## src/rtl/stall_controller_pkg.sv

```systemverilog
// rtl/stall_controller_pkg.sv - shared pipeline-control types and defaults
package stall_controller_pkg;

  localparam int TIMEOUT_CYCLES_DEFAULT = 255;
  localparam int CNT_WIDTH_DEFAULT      = 32;

  typedef enum logic [1:0] {
    ST_IDLE     = 2'd0,
    ST_MEM_WAIT = 2'd1,
    ST_ERROR    = 2'd2
  } state_t;

  // Wait counter must hold TIMEOUT_CYCLES itself without wrapping.
  function automatic int wait_cnt_width(input int timeout_cycles);
    int w;
    w = $clog2(timeout_cycles + 1);
    return (w < 1) ? 1 : w;
  endfunction

endpackage

```

## src/rtl/stall_controller_if.sv

```systemverilog
// rtl/stall_controller_if.sv - data memory request/acknowledge handshake
interface stall_controller_if;

  logic mem_req_o;
  logic mem_ack_i;

  modport slave (output mem_req_o, input mem_ack_i);
  modport master (input mem_req_o, output mem_ack_i);

endinterface

```

## src/rtl/stall_controller_load_use_detect.sv

```systemverilog
// rtl/stall_controller_load_use_detect.sv - combinational load-use hazard detector
module load_use_detect (
  input  logic       MemRead_EX_i,
  input  logic [4:0] RDaddr_EX_i,
  input  logic [4:0] RS1addr_ID_i,
  input  logic [4:0] RS2addr_ID_i,
  output logic       hazard_o
);

  // x0 is hard-wired zero, so a load targeting it never creates a dependency.
  assign hazard_o = MemRead_EX_i && (RDaddr_EX_i != 5'd0) &&
                    ((RDaddr_EX_i == RS1addr_ID_i) || (RDaddr_EX_i == RS2addr_ID_i));

endmodule

```

## src/rtl/stall_controller.sv

```systemverilog
// rtl/stall_controller.sv - pipeline stall/flush control with memory-wait FSM
module stall_controller
  import stall_controller_pkg::*;
#(
  parameter int TIMEOUT_CYCLES = TIMEOUT_CYCLES_DEFAULT,
  parameter int CNT_WIDTH      = CNT_WIDTH_DEFAULT
) (
  input  logic                 clk_i,
  input  logic                 rst_i,
  stall_controller_if.slave    mem_if,
  input  logic                 MemRead_EX_i,
  input  logic [4:0]           RDaddr_EX_i,
  input  logic [4:0]           RS1addr_ID_i,
  input  logic [4:0]           RS2addr_ID_i,
  input  logic                 Branch_taken_ID_i,
  input  logic                 MemReq_MEM_i,
  output logic                 Freeze_o,
  output logic                 PCWrite_o,
  output logic                 IFID_Stall_o,
  output logic                 IFID_Flush_o,
  output logic                 NoOP_o,
  output logic                 Error_o,
  output logic [CNT_WIDTH-1:0] StallCycles_o
);

  localparam int WAIT_W = wait_cnt_width(TIMEOUT_CYCLES);
  localparam logic [WAIT_W-1:0] WAIT_LAST = WAIT_W'(TIMEOUT_CYCLES - 1);

  state_t               state_q, state_d;
  logic [WAIT_W-1:0]    wait_cnt_q, wait_cnt_d;
  logic [CNT_WIDTH-1:0] stall_cnt_q;
  logic                 error_q;
  logic                 hazard;
  logic                 freeze;
  logic                 mem_req;

  load_use_detect u_load_use_detect (
    .MemRead_EX_i (MemRead_EX_i),
    .RDaddr_EX_i  (RDaddr_EX_i),
    .RS1addr_ID_i (RS1addr_ID_i),
    .RS2addr_ID_i (RS2addr_ID_i),
    .hazard_o     (hazard)
  );

  always_comb begin
    state_d    = state_q;
    wait_cnt_d = wait_cnt_q;
    freeze     = 1'b0;
    mem_req    = 1'b0;
    unique case (state_q)
      ST_IDLE: begin
        mem_req = MemReq_MEM_i;
        if (MemReq_MEM_i && !mem_if.mem_ack_i) begin
          freeze     = 1'b1;
          state_d    = ST_MEM_WAIT;
          wait_cnt_d = '0;
        end
      end
      ST_MEM_WAIT: begin
        mem_req = 1'b1;
        if (mem_if.mem_ack_i) begin
          state_d = ST_IDLE;
        end else begin
          freeze     = 1'b1;
          wait_cnt_d = wait_cnt_q + 1'b1;
          if (wait_cnt_q == WAIT_LAST) state_d = ST_ERROR;
        end
      end
      ST_ERROR: begin
        freeze = 1'b1;
      end
      default: begin
        state_d = ST_IDLE;
      end
    endcase
  end

  // Freeze outranks the hazard bubble, which outranks a taken-branch flush.
  always_comb begin
    PCWrite_o    = 1'b1;
    IFID_Stall_o = 1'b0;
    IFID_Flush_o = 1'b0;
    NoOP_o       = 1'b0;
    if (freeze) begin
      PCWrite_o    = 1'b0;
      IFID_Stall_o = 1'b1;
    end else if (hazard) begin
      PCWrite_o    = 1'b0;
      IFID_Stall_o = 1'b1;
      NoOP_o       = 1'b1;
    end else if (Branch_taken_ID_i) begin
      IFID_Flush_o = 1'b1;
    end
  end

  always_ff @(posedge clk_i or posedge rst_i) begin
    if (rst_i) begin
      state_q     <= ST_IDLE;
      wait_cnt_q  <= '0;
      error_q     <= 1'b0;
      stall_cnt_q <= '0;
    end else begin
      state_q    <= state_d;
      wait_cnt_q <= wait_cnt_d;
      error_q    <= (state_d == ST_ERROR);
      if (!PCWrite_o && (stall_cnt_q != {CNT_WIDTH{1'b1}})) begin
        stall_cnt_q <= stall_cnt_q + 1'b1;
      end
    end
  end

  assign mem_if.mem_req_o = mem_req;
  assign Freeze_o         = freeze;
  assign Error_o          = error_q;
  assign StallCycles_o    = stall_cnt_q;

endmodule

```

## src/flat_wrapper.sv

```systemverilog
// flat-port wrapper written by rule: the top's interface ports become plain ports
module stall_controller_flat import stall_controller_pkg::*;
#(
  parameter int TIMEOUT_CYCLES = TIMEOUT_CYCLES_DEFAULT,
  parameter int CNT_WIDTH      = CNT_WIDTH_DEFAULT
)
  (clk_i, rst_i, MemRead_EX_i, RDaddr_EX_i, RS1addr_ID_i, RS2addr_ID_i, Branch_taken_ID_i, MemReq_MEM_i, Freeze_o, PCWrite_o, IFID_Stall_o, IFID_Flush_o, NoOP_o, Error_o, StallCycles_o, mem_if_mem_req_o, mem_if_mem_ack_i);
  stall_controller_if mem_if_i ();
  input  logic clk_i;
  input  logic rst_i;
  input  logic MemRead_EX_i;
  input  logic [4:0] RDaddr_EX_i;
  input  logic [4:0] RS1addr_ID_i;
  input  logic [4:0] RS2addr_ID_i;
  input  logic Branch_taken_ID_i;
  input  logic MemReq_MEM_i;
  output logic Freeze_o;
  output logic PCWrite_o;
  output logic IFID_Stall_o;
  output logic IFID_Flush_o;
  output logic NoOP_o;
  output logic Error_o;
  output logic [CNT_WIDTH-1:0] StallCycles_o;
  output wire logic [$bits(mem_if_i.mem_req_o)-1:0] mem_if_mem_req_o;
  input wire logic [$bits(mem_if_i.mem_ack_i)-1:0] mem_if_mem_ack_i;
  assign mem_if_mem_req_o = mem_if_i.mem_req_o;
  assign mem_if_i.mem_ack_i = mem_if_mem_ack_i;
  stall_controller #(.TIMEOUT_CYCLES(TIMEOUT_CYCLES), .CNT_WIDTH(CNT_WIDTH)) u_core (.clk_i(clk_i), .rst_i(rst_i), .mem_if(mem_if_i), .MemRead_EX_i(MemRead_EX_i), .RDaddr_EX_i(RDaddr_EX_i), .RS1addr_ID_i(RS1addr_ID_i), .RS2addr_ID_i(RS2addr_ID_i), .Branch_taken_ID_i(Branch_taken_ID_i), .MemReq_MEM_i(MemReq_MEM_i), .Freeze_o(Freeze_o), .PCWrite_o(PCWrite_o), .IFID_Stall_o(IFID_Stall_o), .IFID_Flush_o(IFID_Flush_o), .NoOP_o(NoOP_o), .Error_o(Error_o), .StallCycles_o(StallCycles_o));
endmodule
```

## config.mk

```make
export PLATFORM = sky130hd
export DESIGN_NAME = stall_controller_flat
export DESIGN_NICKNAME = d
export VERILOG_FILES = /design/src/rtl/stall_controller_pkg.sv /design/src/rtl/stall_controller_if.sv /design/src/rtl/stall_controller_load_use_detect.sv /design/src/rtl/stall_controller.sv /design/src/flat_wrapper.sv
export SDC_FILE = /design/constraint.sdc
export NUM_CORES = 1
export LEC_CHECK = 0
export CAP_MARGIN = 20
export CORE_ASPECT_RATIO = 1.5
export CORE_MARGIN = 3
export CORE_UTILIZATION = 44
export DETAILED_ROUTE_END_ITERATION = 10
export HOLD_SLACK_MARGIN = 0.08
export PLACE_DENSITY = 0.82
export SYNTH_ARGS = -nofsm -noshare
export SYNTH_HDL_FRONTEND = slang
export SYNTH_SLANG_ARGS = --single-unit
export TNS_END_PERCENT = 1
```

## constraint.sdc

```tcl
create_clock -name clk_i -period 2 [get_ports clk_i]
set_clock_uncertainty 0.05 [all_clocks]
set_input_delay 0.4 -clock clk_i [delete_from_list [all_inputs] [get_ports clk_i]]
set_output_delay 0.4 -clock clk_i [all_outputs]
set_load 0.01 [all_outputs]
```

==> out/metrics.csv, run 1 <==
stage;metric;value;unit
sta;max_slew_margin;0.629;
sta;finalHoldViolCount;0;
logic_synthesis;synth_edf_count;0;
layout;drive_gt1_frac;0.291;
power;power_leakage;1.51;nW
sta;post-route-period-util;1.11;
cts;cts_max_path_buffers;2;
power;power;0.00304;W
power;power_density;839;mW/mm2
route;vias;2162;
global_routing;grt_max_degree;44;
logic_synthesis;synthTopCellsByCount;dfrtp_1 (43), xor2_1 (30), nand2_1 (20), nand3_1 (16), nor2_1 (14);
cts;cts_buffers;5;
placement;dp.cells;399;
setup_path;path_max_fanout;4;
logic_synthesis;synth_top_family_by_area;simple AND/OR/NAND/NOR gates;
logic_synthesis;synth_mux_area_frac;0.0271;
global_routing;grt_pass1_wl;10200;um
hold_path;hp-class;register to register;
power;irDropWorstVdd;0.000885;V
sta;timing.final.ws_setup;-0.212;ns
floorplanning;die_h;95.5;um
setup_path;startpoint;RDaddr_EX_i[4];
route;routed_via_density;5.30;
placement;place_hpwl;4410;um
logic_synthesis;yosys.area_share.simple;0.270;
floorplanning;die_x;65.7;um
route;routedWlPerCell;15.3;um
cts;cts_sinks;43;
global_routing;gr-total-overflow;0;
logic_synthesis;ys_warn_count;0;
logic_synthesis;synth_fp_nets;255;
logic_synthesis;yosys.area.top_type_share;0.458;
layout;fin_cells;408;
sta;fmax;452;MHz
logic_synthesis;ys_types;43;
floorplanning;num_rows;32;
logic_synthesis;yosys.cell_count.top_type;dfrtp_1;
placement;gp_congestion;0.807;
route;drt-pass1-iter-count;4;
floorplanning;initial_utilization;0.455;
setup_path;reg2reg_from;u_core.state_q[0];
logic_synthesis;synth_area_leader_cell;dfrtp_1;
logic_synthesis;synth_area_leaders;dfrtp_1 (46%), xor2_1 (11%), xnor2_1 (4.8%), nand4_1 (3.5%), nand3_1 (3.4%);
logic_synthesis;avgSynthCellArea;10.2;um2
cts;cts_tree;yes;
sta;worst_pin_slew;0.556;ns
route;met2_wirelength;3410;um
setup_path;required;1.55;ns
logic_synthesis;synth_xor_area_frac;0.160;
cts;clkTransAtPathRegs;0.08;ns
outcome;status;complete, but fails checks;
global_routing;track_usage;0.207;
layout;nNetsFinal;363;
cts;cts_hold_buffers;0;
route;met1_length;2380;um
placement;post-place-ws;-1.03;ns
placement;numPortBuffers;59;
floorplanning;design.core.area;0.00516;mm2
sta;finalSetupViolCount;10;
route;top_layer_used;met4;
logic_synthesis;synth_compound_area_frac;0.0426;
route;ant_nets;0;
setup_path;worstSetupPathType;input port to output port;
setup_path;cp-start-kind;input port;
logic_synthesis;synthCells;231;
logic_synthesis;synth_area;0.00235;mm2
sta;rsz0062_at_grt;true;
logic_synthesis;synthFlopType;dfrtp_1;
layout;seqCellArea;0.00108;mm2
global_routing;grt_pass1_vias;2319;
cts;root_buffer;clkbuf_8;
layout;syn_to_final_growth;54.0;%
logic_synthesis;synthAdderAreaFrac;0.0160;
cts;clock_latency;0.30;ns
layout;n_fill_cell;397;
layout;multi_input_area;0.00137;mm2
floorplanning;ios;60;
setup_path;crit_arrival;1.76;ns
layout;antenna_cells;0;
logic_synthesis;ys_seq_area_frac;0.458;
hold_path;hold_start;u_core.StallCycles_o[28];
cts;cts_max_level;2;
route;postRouteWirelength;6250;um
logic_synthesis;synthArstFlopShare;1.00;
outcome;violations;negative setup slack;
floorplanning;die_area;0.00627;mm2
global_routing;antenna_found_initial;0;
route;dr_wl_met3;344;um
sta;period_needed;2.21;ns
route;initialDrtViolationCount;83;
sta;finalSetupTns;-0.944;ns
layout;fin_util;0.701;
logic_synthesis;ys_ff_latch;43;
route;drc;0;
setup_path;endpoint_kind;output port;
sta;drv_slew;0;
job;drv_cap;0;
## cell families after synthesis
| logic type | Yosys count |
|---|---|
| AO/OA/AOI/OAI | 14 |
| XOR/XNOR | 43 |
| adder cells (fa/ha/maj) | 3 |
| buffers and inverters | 9 |
| flip-flops | 43 |
| multiplexers | 5 |
| AND/OR/NAND/NOR | 114 |
## worst paths after layout
| check | to | slack (ns) | cells after the start |
|---|---|---|---|
| min | u_core.StallCycles_o[28] | 0.45 | 1 |
| max | IFID_Flush_o | -0.21 | 7 |
| max reg2reg | u_core.StallCycles_o[18] | 0.04 | 8 |
| min in group asynchronous | u_core.StallCycles_o[30] | 0.48 | 3 |
| min reg2reg | u_core.StallCycles_o[28] | 0.45 | 1 |
| max in group asynchronous | u_core.StallCycles_o[12] | 1.03 | 3 |
## worst max-delay path, cell delays in order
cell and delay, ns:
buf_6 0.09, or4_4 0.52, o21a_1 0.22, a21o_4 0.22
inv_4 0.07, and2_4 0.14, buf_6 0.09
## where the power goes
group          switching [W]  total [W]  leakage [nW]  internal [W]
clock network       0.000300   0.000705        0.0612      0.000404
logic               0.000547    0.00119         0.949      0.000646
registers           0.000123    0.00114         0.498       0.00102
## state kept, by name, indices dropped and copies added (netlist names)
signal / count
u_core.StallCycles_o: 32
u_core.wait_cnt_q: 8
u_core.Error_o: 1
u_core.state_q: 2
## metal layers
metal,vias up,track usage
met5,-,0
met1,1048,0.217
li1,1041,-
met2,63,0.395
met3,10,0.0425
met4,0,0.0779
## through the flow
stage | instance area, um2 | hold slack, ns
floorplan | 2350 | 0.441
global placement | 3330 | 0.423
detailed placement | 3330 | 0.450
CTS | 3540 | 0.463
global route | 3620 | 0.486
finish | 3620 | 0.452
## repair_timing
action | 4_1_cts | 5_1_grt
resized for setup | 57 | 22
buffers inserted | 1 | 0
setup endpoints to repair | 38 | 32
pin swaps | 10 | 11
hold endpoints to repair | 0 | 0
gates cloned | 0 | 0
## layout make-up
cell class,instances,share of cell area
Clock buffer,6,0.0228
Inverter,3,0.00380
Tap cell,68,0.0235
Clock inverter,2,0.00968
Multi-Input combinational cell,179,0.379
Timing Repair Buffer,107,0.264
Sequential cell,43,0.297
## cell usage in the layout, fill, tap and decap left out, types with 3 or more instances in the layout
cell and count:
dlymetal6s2s_1 5, nand2_1 20, clkdlybuf4s50_1 40, nor4b_2 3, buf_4 46, buf_6 7, nor3_1 9, xnor2_1 12
and3_1 4, nand4_1 13, and4_1 4, nand3_1 15, clkbuf_8 6, o21ai_0 5, xor2_1 30, nor2_1 12
dlygate4sd2_1 6, nor2_2 3, dfrtp_1 43, or2_4 3, nor4_2 5, nor3b_1 3, nor3_2 3, ha_1 3
Note: power is estimated with default switching activity, not from simulation.
==> run 2: changes to the inputs <==
--- a/config.mk
+++ b/config.mk
@@ -7,7 +7,7 @@
 export LEC_CHECK = 0
 export CAP_MARGIN = 20
 export CORE_ASPECT_RATIO = 1.5
-export CORE_MARGIN = 3
+export CORE_MARGIN = 1.5
 export CORE_UTILIZATION = 44
 export DETAILED_ROUTE_END_ITERATION = 10
 export HOLD_SLACK_MARGIN = 0.08
==> out/metrics.csv, run 2 (same netlist as run 1, synthesis figures left out) <==
stage;metric;value;unit
setup_path;r2r_end;u_core.StallCycles_o[18];
sta;worst_pin_slew;0.321;ns
setup_path;regToRegSetupSlack;-0.05;ns
floorplanning;die_x;62.7;um
global_routing;busiest_layer;met2;
route;routedWlPerCell;15.4;um
setup_path;reg2reg_from;u_core.state_q[0];
global_routing;gr-total-overflow;0;
route;vias;2244;
job;drv_cap;0;
layout;largest_reg_flops;32;
outcome;status;complete, but fails checks;
setup_path;cp.depth;7;
sta;fmax;456;MHz
floorplanning;initial_utilization;0.455;
setup_path;crit_end;IFID_Flush_o;
cts;cts_sinks;43;
global_routing;met2_usage;0.431;
layout;fin_cells;411;
cts;cts_tree;yes;
global_routing;gr-usage-met3;0.0425;
setup_path;worstSetupPathType;input port to output port;
power;irDropWorstVdd;0.000685;V
layout;final_cell_mix;buf_4 (49), dfrtp_1 (42), clkdlybuf4s50_1 (38), xor2_1 (30), nand2_1 (20);
sta;post-route-period-util;1.10;
placement;place_hpwl;4250;um
floorplanning;num_rows;32;
layout;n_fill_cell;377;
route;ant_nets;0;
route;postRouteWirelength;6310;um
global_routing;track_usage;0.227;
setup_path;cp_cell_sequence;buf_6, or4_4, o21a_1, a21o_4, inv_6, and2_4, buf_6;
setup_path;critPathBufInv;3;
setup_path;cp-start-kind;input port;
layout;drive_gt1_frac;0.309;
route;drt-pass1-iter-count;4;
power;power_density;816;mW/mm2
global_routing;grt_pass1_wl;10500;um
cts;clkTransAtPathRegs;0.08;ns
hold_path;hp-class;input port to async pin;
layout;nNetsFinal;366;
setup_path;crit_top_cell;buf_6;
outcome;violations;negative setup slack;
sta;whs;0.398;ns
placement;numPortBuffers;59;
layout;antenna_cells;0;
floorplanning;die_area;0.00580;mm2
route;routed_via_density;5.46;
placement;dp.cells;399;
sta;drv_slew;0;
sta;rsz0062_at_grt;true;
cts;cts_buffers;5;
sta;finalSetupViolCount;4;
sta;timing.final.ws_setup;-0.195;ns
floorplanning;design.core.area;0.00516;mm2
floorplanning;die_h;92.5;um
cts;clock_latency;0.30;ns
route;drc;0;
sta;finalHoldViolCount;0;
setup_path;startpoint;RDaddr_EX_i[0];
power;power;0.00296;W
power;power_leakage;1.50;nW
setup_path;crit_arrival;1.75;ns
setup_path;path_max_fanout;5;
setup_path;endpoint_kind;output port;
setup_path;r2r_cells;9;
sta;period_needed;2.20;ns
global_routing;grt_pass1_vias;2294;
cts;root_buffer;clkbuf_8;
global_routing;met1_usage;0.244;
sta;max_slew_margin;0.784;
layout;syn_to_final_growth;54.5;%
sta;finalSetupTns;-0.632;ns
route;initialDrtViolationCount;40;
setup_path;required;1.55;ns
placement;gp_congestion;0.823;
cts;cts_max_path_buffers;2;
setup_path;crit_family;simple AND/OR/NAND/NOR gates;
layout;final_common_cell;buf_4;
global_routing;grt_max_degree;44;
setup_path;cpMaxStageDelayCell;or4_4;
setup_path;critPathMaxStageDelay;0.52;ns
global_routing;antenna_found_initial;0;
floorplanning;ios;60;
cts;cts_max_level;2;
## run 2: cell count changes in the layout (fill, tap and decap cells not counted), sizes merged
cell | previous run | this run
clkdlybuf4s15 | 0 | 1
buf | 55 | 58
bufinv | 1 | 0
clkdlybuf4s50 | 40 | 38
clkinv | 1 | 0
dlymetal6s2s | 5 | 3
dlygate4sd2 | 6 | 9
clkbuf | 7 | 9
## run 2: worst min path at each step
stage                             start                       end  slack (ns)  cells past startpoint
2_1_floorplan         u_core.state_q[0]         u_core.state_q[0]        0.44                      1
3_3_place_gp   u_core.StallCycles_o[28]  u_core.StallCycles_o[28]        0.44                      1
3_5_place_dp   u_core.StallCycles_o[22]  u_core.StallCycles_o[22]        0.44                      1
4_1_cts                           rst_i  u_core.StallCycles_o[15]        0.43                      3
5_1_grt                           rst_i  u_core.StallCycles_o[27]        0.47                      3
6_report                          rst_i  u_core.StallCycles_o[26]        0.40                      3
## run 2: timing repair
item                                    4_1_cts  5_1_grt
hold buffers                                  0        0
resized for setup                            59       27
pin swaps                                    12        6
buffers inserted                              4        0
endpoints found under the setup margin       38       35
## run 2: final cells by class
| class | count | area (um2) | area share |
|---|---|---|---|
| clock buffers | 8 | 100 | 0.0276 |
| inverters | 3 | 16.3 | 0.00448 |
| multi-input cells | 179 | 1380 | 0.380 |
| flip-flops and latches | 43 | 1080 | 0.297 |
| well taps | 68 | 85.1 | 0.0234 |
| repair buffers | 110 | 972 | 0.268 |
## run 2: worst min-delay path, delay by kind of cell
kind | cells | cell delay [ns]
buffers and inverters | 3 | 0.73
## run 2: per-stage QoR
step                setup WS (ns)   util  cell area (um2)
floorplan                  -0.246      -             2350
global placement           -0.996  0.648             3350
detailed placement         -0.994  0.648             3350
CTS                        -0.206  0.685             3540
global route               -0.228  0.703             3630
finish                     -0.195  0.703             3630
## run 2: layer usage
metal / vias to the layer above / share of wire
met1: 1089 / 0.36
li1: 1048 / -
met3: 22 / 0.061
met5: - / 0
met4: 0 / 0.029
met2: 85 / 0.54
## run 2: power by group
part / total [W] / internal, W / switching (W)
clock: 0.000611 / 0.000315 / 0.000295
combinational: 0.00118 / 0.000662 / 0.000521
sequential: 0.00117 / 0.00102 / 0.000156
total: 0.00296 / 0.00199 / 0.000973
